**config.mk**
```make
export PLATFORM = sky130hd
export DESIGN_NAME = graph_readout_flat
export DESIGN_NICKNAME = d
export VERILOG_FILES = /design/src/rtl/graph_readout_if.sv /design/src/rtl/graph_readout.sv /design/src/flat_wrapper.sv
export SDC_FILE = /design/constraint.sdc
export NUM_CORES = 1
export LEC_CHECK = 0
export CAP_MARGIN = 20
export CORE_MARGIN = 5
export CORE_UTILIZATION = 35
export DETAILED_ROUTE_END_ITERATION = 6
export GPL_ROUTABILITY_DRIVEN = 0
export SLEW_MARGIN = 20
export SYNTH_ARGS = -nofsm -noshare
export SYNTH_HDL_FRONTEND = slang
export SYNTH_SLANG_ARGS = --single-unit
```
**constraint.sdc**
```tcl
create_clock -name clk -period 5.98 [get_ports clk]
set_clock_uncertainty 0.1 [all_clocks]
set_input_delay 1.196 -clock clk [delete_from_list [all_inputs] [get_ports clk]]
set_output_delay 1.196 -clock clk [all_outputs]
set_load 0.05 [all_outputs]
```
**src/rtl/graph_readout_if.sv**
```systemverilog
// Result-path bundle for graph_readout: node score inputs,
// abort/ack controls and the pooled decision outputs.
interface graph_readout_if #(
  parameter int IN_W  = 21,
  parameter int ACC_W = 24
);
  logic                    in0_valid;
  logic                    in1_valid;
  logic signed [IN_W-1:0]  in0;
  logic signed [IN_W-1:0]  in1;
  logic                    clr;
  logic                    class_ack;
  logic                    class_valid;
  logic                    class_id;
  logic signed [ACC_W-1:0] score0;
  logic signed [ACC_W-1:0] score1;
  logic                    overrun;
  logic                    err_mismatch;

  modport master (
    output in0_valid, in1_valid,
    output in0, in1,
    output clr, class_ack,
    input  class_valid, class_id,
    input  score0, score1,
    input  overrun, err_mismatch
  );

  modport slave (
    input  in0_valid, in1_valid,
    input  in0, in1,
    input  clr, class_ack,
    output class_valid, class_id,
    output score0, score1,
    output overrun, err_mismatch
  );
endinterface

```
**src/rtl/graph_readout.sv**
```systemverilog
// Graph readout: sum-pools two per-node class scores over NUM_NODES
// nodes and holds the decision; READOUT_MEAN_EN selects mean pooling.
module graph_readout #(
  parameter int NUM_NODES = 8,
  parameter int IN_W      = 21,
  parameter int ACC_W     = 24
) (
  input logic             clk,
  input logic             rst_n,
  graph_readout_if.slave  bus
);

  localparam int CNT_W = $clog2(NUM_NODES);

  typedef enum logic {
    ACCUM = 1'b0,
    HOLD  = 1'b1
  } state_t;

  generate
    if (NUM_NODES < 2) begin : g_nn_chk
      $error("NUM_NODES must be >= 2");
    end
    if (ACC_W < IN_W + $clog2(NUM_NODES)) begin : g_w_chk
      $error("ACC_W too narrow");
    end
`ifdef READOUT_MEAN_EN
    if ((NUM_NODES & (NUM_NODES - 1)) != 0) begin : g_p2_chk
      $error("NUM_NODES must be a power of two");
    end
`endif
  endgenerate

  state_t                  state;
  logic [CNT_W-1:0]        cnt;
  logic signed [ACC_W-1:0] acc0;
  logic signed [ACC_W-1:0] acc1;
  logic signed [ACC_W-1:0] sc0;
  logic signed [ACC_W-1:0] sc1;
  logic                    vld;
  logic                    cid;
  logic                    ovr;
  logic                    mis;

  logic                    pair;
  logic                    one;
  logic                    any;
  logic                    last;
  logic signed [ACC_W-1:0] ext0;
  logic signed [ACC_W-1:0] ext1;
  logic signed [ACC_W-1:0] sum0;
  logic signed [ACC_W-1:0] sum1;
  logic signed [ACC_W-1:0] fin0;
  logic signed [ACC_W-1:0] fin1;

  assign pair = bus.in0_valid & bus.in1_valid;
  assign one  = bus.in0_valid ^ bus.in1_valid;
  assign any  = bus.in0_valid | bus.in1_valid;
  assign last = (cnt == CNT_W'(NUM_NODES - 1));

  assign ext0 = {{(ACC_W-IN_W){bus.in0[IN_W-1]}}, bus.in0};
  assign ext1 = {{(ACC_W-IN_W){bus.in1[IN_W-1]}}, bus.in1};
  assign sum0 = acc0 + ext0;
  assign sum1 = acc1 + ext1;

`ifdef READOUT_MEAN_EN
  localparam int SHIFT = $clog2(NUM_NODES);
  // arithmetic shift floors toward minus infinity
  assign fin0 = sum0 >>> SHIFT;
  assign fin1 = sum1 >>> SHIFT;
`else
  assign fin0 = sum0;
  assign fin1 = sum1;
`endif

  always_ff @(posedge clk or negedge rst_n) begin
    if (!rst_n) begin
      state <= ACCUM;
      cnt   <= '0;
      acc0  <= '0;
      acc1  <= '0;
      sc0   <= '0;
      sc1   <= '0;
      vld   <= 1'b0;
      cid   <= 1'b0;
      ovr   <= 1'b0;
      mis   <= 1'b0;
    end else begin
      if (one) begin
        mis <= 1'b1;
      end
      if (bus.clr) begin
        state <= ACCUM;
        cnt   <= '0;
        acc0  <= '0;
        acc1  <= '0;
        vld   <= 1'b0;
      end else begin
        unique case (state)
          ACCUM: begin
            if (pair) begin
              if (last) begin
                sc0   <= fin0;
                sc1   <= fin1;
                cid   <= (fin1 > fin0);
                acc0  <= '0;
                acc1  <= '0;
                cnt   <= '0;
                vld   <= 1'b1;
                state <= HOLD;
              end else begin
                acc0 <= sum0;
                acc1 <= sum1;
                cnt  <= cnt + CNT_W'(1);
              end
            end
          end
          HOLD: begin
            if (any) begin
              ovr <= 1'b1;
            end
            if (bus.class_ack) begin
              vld   <= 1'b0;
              state <= ACCUM;
            end
          end
          default: state <= ACCUM;
        endcase
      end
    end
  end

  assign bus.class_valid  = vld;
  assign bus.class_id     = cid;
  assign bus.score0       = sc0;
  assign bus.score1       = sc1;
  assign bus.overrun      = ovr;
  assign bus.err_mismatch = mis;

endmodule

```
**src/flat_wrapper.sv**
```systemverilog
// flat-port wrapper written by rule: the top's interface ports become plain ports
module graph_readout_flat 
#(
  parameter int NUM_NODES = 8,
  parameter int IN_W      = 21,
  parameter int ACC_W     = 24
)
  (clk, rst_n, bus_in0_valid, bus_in1_valid, bus_in0, bus_in1, bus_clr, bus_class_ack, bus_class_valid, bus_class_id, bus_score0, bus_score1, bus_overrun, bus_err_mismatch);
  graph_readout_if #(.IN_W(IN_W), .ACC_W(ACC_W)) bus_i ();
  input logic clk;
  input logic rst_n;
  input wire logic [$bits(bus_i.in0_valid)-1:0] bus_in0_valid;
  input wire logic [$bits(bus_i.in1_valid)-1:0] bus_in1_valid;
  input wire logic [$bits(bus_i.in0)-1:0] bus_in0;
  input wire logic [$bits(bus_i.in1)-1:0] bus_in1;
  input wire logic [$bits(bus_i.clr)-1:0] bus_clr;
  input wire logic [$bits(bus_i.class_ack)-1:0] bus_class_ack;
  output wire logic [$bits(bus_i.class_valid)-1:0] bus_class_valid;
  output wire logic [$bits(bus_i.class_id)-1:0] bus_class_id;
  output wire logic [$bits(bus_i.score0)-1:0] bus_score0;
  output wire logic [$bits(bus_i.score1)-1:0] bus_score1;
  output wire logic [$bits(bus_i.overrun)-1:0] bus_overrun;
  output wire logic [$bits(bus_i.err_mismatch)-1:0] bus_err_mismatch;
  assign bus_i.in0_valid = bus_in0_valid;
  assign bus_i.in1_valid = bus_in1_valid;
  assign bus_i.in0 = bus_in0;
  assign bus_i.in1 = bus_in1;
  assign bus_i.clr = bus_clr;
  assign bus_i.class_ack = bus_class_ack;
  assign bus_class_valid = bus_i.class_valid;
  assign bus_class_id = bus_i.class_id;
  assign bus_score0 = bus_i.score0;
  assign bus_score1 = bus_i.score1;
  assign bus_overrun = bus_i.overrun;
  assign bus_err_mismatch = bus_i.err_mismatch;
  graph_readout #(.NUM_NODES(NUM_NODES), .IN_W(IN_W), .ACC_W(ACC_W)) u_core (.clk(clk), .rst_n(rst_n), .bus(bus_i));
endmodule
```
==> After elaboration in Yosys (flattened, before gate mapping) <==
Index checks and enable logic that the tools add are counted.
{ "word_totals": {"register_bits": 104, "in_bits": 48, "out_inout_bits": 52, "word_cells": 51} }
{ "classes": {"addsub": 3, "n_lt_le_gt_ge": 1, "n_eq_ne": 5, "mux": 22, "n_bitwise": 5, "reduce_logical": 5} }
{ "ops": {"columns": ["operator", "count"], "rows": [
  ["two-way mux 24 bit", 8],
  ["adder 24 x 21 -> 24 bit", 2],
  ["> comparator 24 bit", 1],
  ["two-way mux 3 bit", 4],
  ["two-way mux 1 bit", 8],
  ["inequality test 3 x 2 -> 1 bit (second input constant)", 2],
  ["AND reduction 3 bit", 2],
  ["one-hot mux 1 bit (2 select lines)", 2],
  ["AND reduction 4 bit", 1],
  ["adder 3 x 1 -> 3 bit (second input constant)", 1],
  ["== test 3 bit (second input constant)", 1],
  ["inequality test 3 bit (second input constant)", 1],
  ["inequality test 2 bit (second input constant)", 1],
  ["NOT 1 bit", 2],
  ["AND reduction 2 bit", 1],
  ["nonzero test 2 bit", 1],
  ["AND 1 bit", 1],
  ["bitwise OR 1 bit", 1],
  ["bitwise XOR 1 bit", 1]
]} }

==> Logic depth before layout (Yosys ltp) <==
{ "logic_depth": {"depth_word": 5, "mapped_depth": 19, "ltp_nobuf": 19} }

==> Worst setup path before layout <==
Ideal clock, no wire load.
{ "synth_timing": {"kind": "input-to-reg", "startpoint": "input port bus_in0[0]", "endpoint": "register u_core.cid, in the netlist u_core.bus.class_id", "setup_ps": 130, "arrival_time_ps": 4162, "required_time_ps": 5750, "setup_slack_ps": 1588, "path_stages": 17, "path_buffers": 0, "cell_sequence": "ha_1 > inv_1 > fa_1 > nor2b_4 > o31a_1 > o211ai_2 > a211oi_2 > o21a_1 > o21ai_0 > or3b_2 > nand2_1 > ha_1 > and4_1 > o31ai_1 > a211oi_1 > a2111oi_2 > a21oi_1"} }
{ "synth_between": {"elab_chain_len": 2} }
{ "synth_lines": {"columns": ["item", "line", "rtl"], "rows": [
  ["from (decl)", "flat_wrapper.sv:14", "input wire logic [$bits(bus_i.in0)-1:0] bus_in0;"],
  ["adder 24 x 21 -> 24 bit", "graph_readout.sv:63", "assign sum0 = acc0 + ext0;"],
  ["> comparator 24 bit", "graph_readout.sv:105", "cid <= (fin1 > fin0);"],
  ["to (signal assigned)", "graph_readout.sv:105", null],
  ["to (decl)", "graph_readout.sv:41", "logic cid;"]
]} }
No other way between the ends.
A chain may end at the register's enable or synchronous reset.

==> Worst setup path after layout <==
Ends and elaborated chain as after synthesis.

==> key figures <==
Final layout
  • Diodes inserted: 0
  • Storage element area: roughly 0.0026 sq mm
  • Ratio of cells with drive above 1 in the final layout: around 5.7%
  • Fin util: 43.3%
  • Filler cells: 1877
  • Post-route cell area: between 0.008 and 0.009 sq mm
  • Post-layout nets: slightly below 1000
  • Multi-input gate area: 0.00402 sq mm
  • Area Growth Syn to Fin: 23.1%

Die
  • Row count: 51
  • IO Count: 100
  • Die width: between 100 and 150 um
  • Initial Util: 35.2%
  • Die footprint: approximately 0.022 sq mm
  • Core area: about 0.019 sq mm
  • Die height: 149 um

Timing
  • # setup viols final: 0
  • Slew HR: a little under a third
  • Fmax: between 0.2 and 0.25 GHz
  • Part of the cycle the worst path needs: 81.2%
  • RSZ-0062 raised after global routing: false
  • Setup TNS: 0 ns
  • Final Hold Vio Count: 0
  • Worst hold slack: 0.373 ns
  • Worst slew pin tran: 1.04 ns
  • Final min period: 4.86 ns
  • Max Slew Vio Count: 0

Route
  • Wire per inst: 16.1 um
  • Final ANT Viol Nets: 0
  • Routed WL: between 15000 and 20000 um
  • 1st-iter DRT viols: 310
  • Via Count: 5587
  • First-pass DRT Iterations: 4
  • DRC viols: 0
  • DR vias/cell: between 5 and 6

Global route
  • Most Crowded Layer GR: met2
  • M3 GR Usage: 3.36%
  • Initial antenna violation count: 0
  • Grt met2 use: 27.3%
  • GR Layer Usage met1: 22.2%
  • Gr ovfl total: 0
  • Vias in the first global route: 5699
  • Total GRT Usage: 16.6%
  • Largest net degree at the start of global routing: 68
  • First-pass GRT wire length: 29500 um

Setup path
  • Crit path required time: 6.12 ns
  • Crit-path max FO: 5
  • Crit-path max cell delay: 0.41 ns
  • Startpoint types: input pin
  • WP data arrival: 4.99 ns
  • Slowest library cell on the worst path: clkdlybuf4s50_1
  • CP Capture Type: flip-flop
  • Cells along the critical path: clkdlybuf4s50_1, ha_1, inv_1, fa_1, nor2b_4, o31a_1, o211ai_2, a211oi_2, o21a_1, o31ai_1, a21oi_1, nor3b_2, ha_1, and4_1, o31ai_1, a211oi_1, a2111oi_2, a21oi_1
  • Crit Path Class: in -> reg

CTS
  • H-tree levels: 3
  • Deepest clock path buffer count: 2
  • Worst-Skew Late Latency: 0.36 ns
  • Clock Root Buffer: clkbuf_16
  • Total CTS buffers: 9
  • Post-CTS setup buffer count: 0
  • Hold Buf Count CTS: 0
  • Post-CTS resize count: 0
  • Clock tree from TritonCTS: built
  • Clk sinks: between 100 and 150
  • Reg clk slew, reported paths: 0.07 ns

Run status
  • Status: finished, final reports clean

Synth
  • Post-synth cell types: 69
  • Ys flop type: dfrtp_1
  • Post-synth top area share: 38.2%
  • Synth Area per Inst: 9.08 sq um
  • Syn nets: 871
  • Number of synthesized flops with an enable pin: 0
  • Warnings from Yosys: 0
  • Sequential fraction of the synthesis area: 38.2%
  • Syn Inst Count: 750
  • Mapped Area: about 0.0068 sq mm
  • #FFs+latches synth: 104
  • Most frequent cell after synthesis: nand2_1
  • Cell taking the most area after synthesis: dfrtp_1
  • Async SR Flop Fraction: 100%
  • Synth top area cells: dfrtp_1, ha_1, nand2_1
  • Most frequent cells after synthesis: nand2_1, dfrtp_1, o21ai_0

Placed design
  • Post-DP HPWL: 13500 um
  • Cell area after placement: 0.00810 sq mm
  • Port Buffer Count: 99

Power and ir drop
  • VDD IR-drop max: 149 uV
  • Tot Pwr: roughly 1.9 mW
  • Cell Pwr Density: 223 mW/mm^2
  • Lkg Pwr: slightly below 4 nW

Run
  • Max Cap Viol: 0

Worst hold path
  • Worst Hold Class: reg -> reg
## stage by stage
stage / instances / setup slack [ns]
after floorplan: 750 / 1.59
after global placement: 1096 / 0.891
after CTS: 1112 / 1.13
after detailed placement: 1096 / 0.775
after global routing: 1112 / 0.826
final: 1112 / 1.12
## registers in the layout, indices dropped and copies added (netlist names), 3 cells and up
signal             cells
u_core.acc0           24
u_core.acc1           24
u_core.bus.score0     24
u_core.bus.score1     24
u_core.cnt             3
## worst max-delay path: cells and delay by family
family	cells	cell delay (ns)
adder cells (fa/ha/maj)	3	0.77
AO/OA/AOI/OAI	10	2.00
AND/OR/NAND/NOR	3	0.53
buffers and inverters	2	0.49
## placed cells by master, fill, tap and decap left out, types with 4 or more instances in the layout
cell type / count
nand4_1: 5
dfrtp_1: 104
a21oi_1: 41
clkdlybuf4s50_1: 98
nand2_1: 137
and3_1: 5
mux2i_1: 6
ha_1: 71
nor3_1: 5
buf_4: 5
o21a_1: 9
nand3_1: 12
nand2b_1: 12
a211oi_1: 7
xor2_1: 14
o31ai_1: 6
a22o_1: 21
clkbuf_16: 9
o21ai_0: 86
nor2_1: 40
o21bai_1: 9
inv_1: 32
a21o_1: 19
o211ai_1: 4
xnor2_1: 15
## worst paths after layout
path / from / endpoint / slack [ns] / depth (start not counted)
setup reg to reg: u_core.acc0[0] / u_core.bus.class_id / 2.01 / 17
setup / recovery: bus_in0[0] / u_core.bus.class_id / 1.12 / 18
max in group asynchronous: rst_n / u_core.acc1[18] / 3.90 / 2
hold reg to reg: u_core.bus.score1[7] / u_core.bus.score1[7] / 0.37 / 2
hold / removal: u_core.bus.score1[7] / u_core.bus.score1[7] / 0.37 / 2
min in group asynchronous: rst_n / u_core.bus.score0[8] / 0.83 / 1
## where the power goes
group | internal, mW | switching, mW
Combinational | 0.231 | 0.318
Sequential | 0.728 | 0.0151
Clock | 0.304 | 0.275
Total | 1.26 | 0.608
## per-layer routing
layer | share of wire, % | wire length [um]
met5 | 0 | 0
met1 | 48 | 8560
met2 | 46 | 8270
met4 | 1.7 | 310
met3 | 4.3 | 775
## logic make-up (layout without fill, tap and decap cells)
kind of cell	after synthesis	count (layout)	share of synthesized area [%]
AOI/OAI and AO/OA	233	233	22.8
xor gates and xnor gates	31	31	4.39
adders and majority gates	74	74	13.8
buffers and inverters	54	151	3.00
DFF	104	104	38.2
muxes	10	10	1.54
and+or+nand+nor	244	244	16.2
## cell type report
class                      count  area share, %
tap                          265           3.96
clock buffer                  11           3.02
inverter                      32           1.43
sequential                   104           31.1
clock inverter                 5          0.373
timing repair buffer         103           12.2
multi-input combinational    592           48.0
Power figures use the tool's default switching activity.
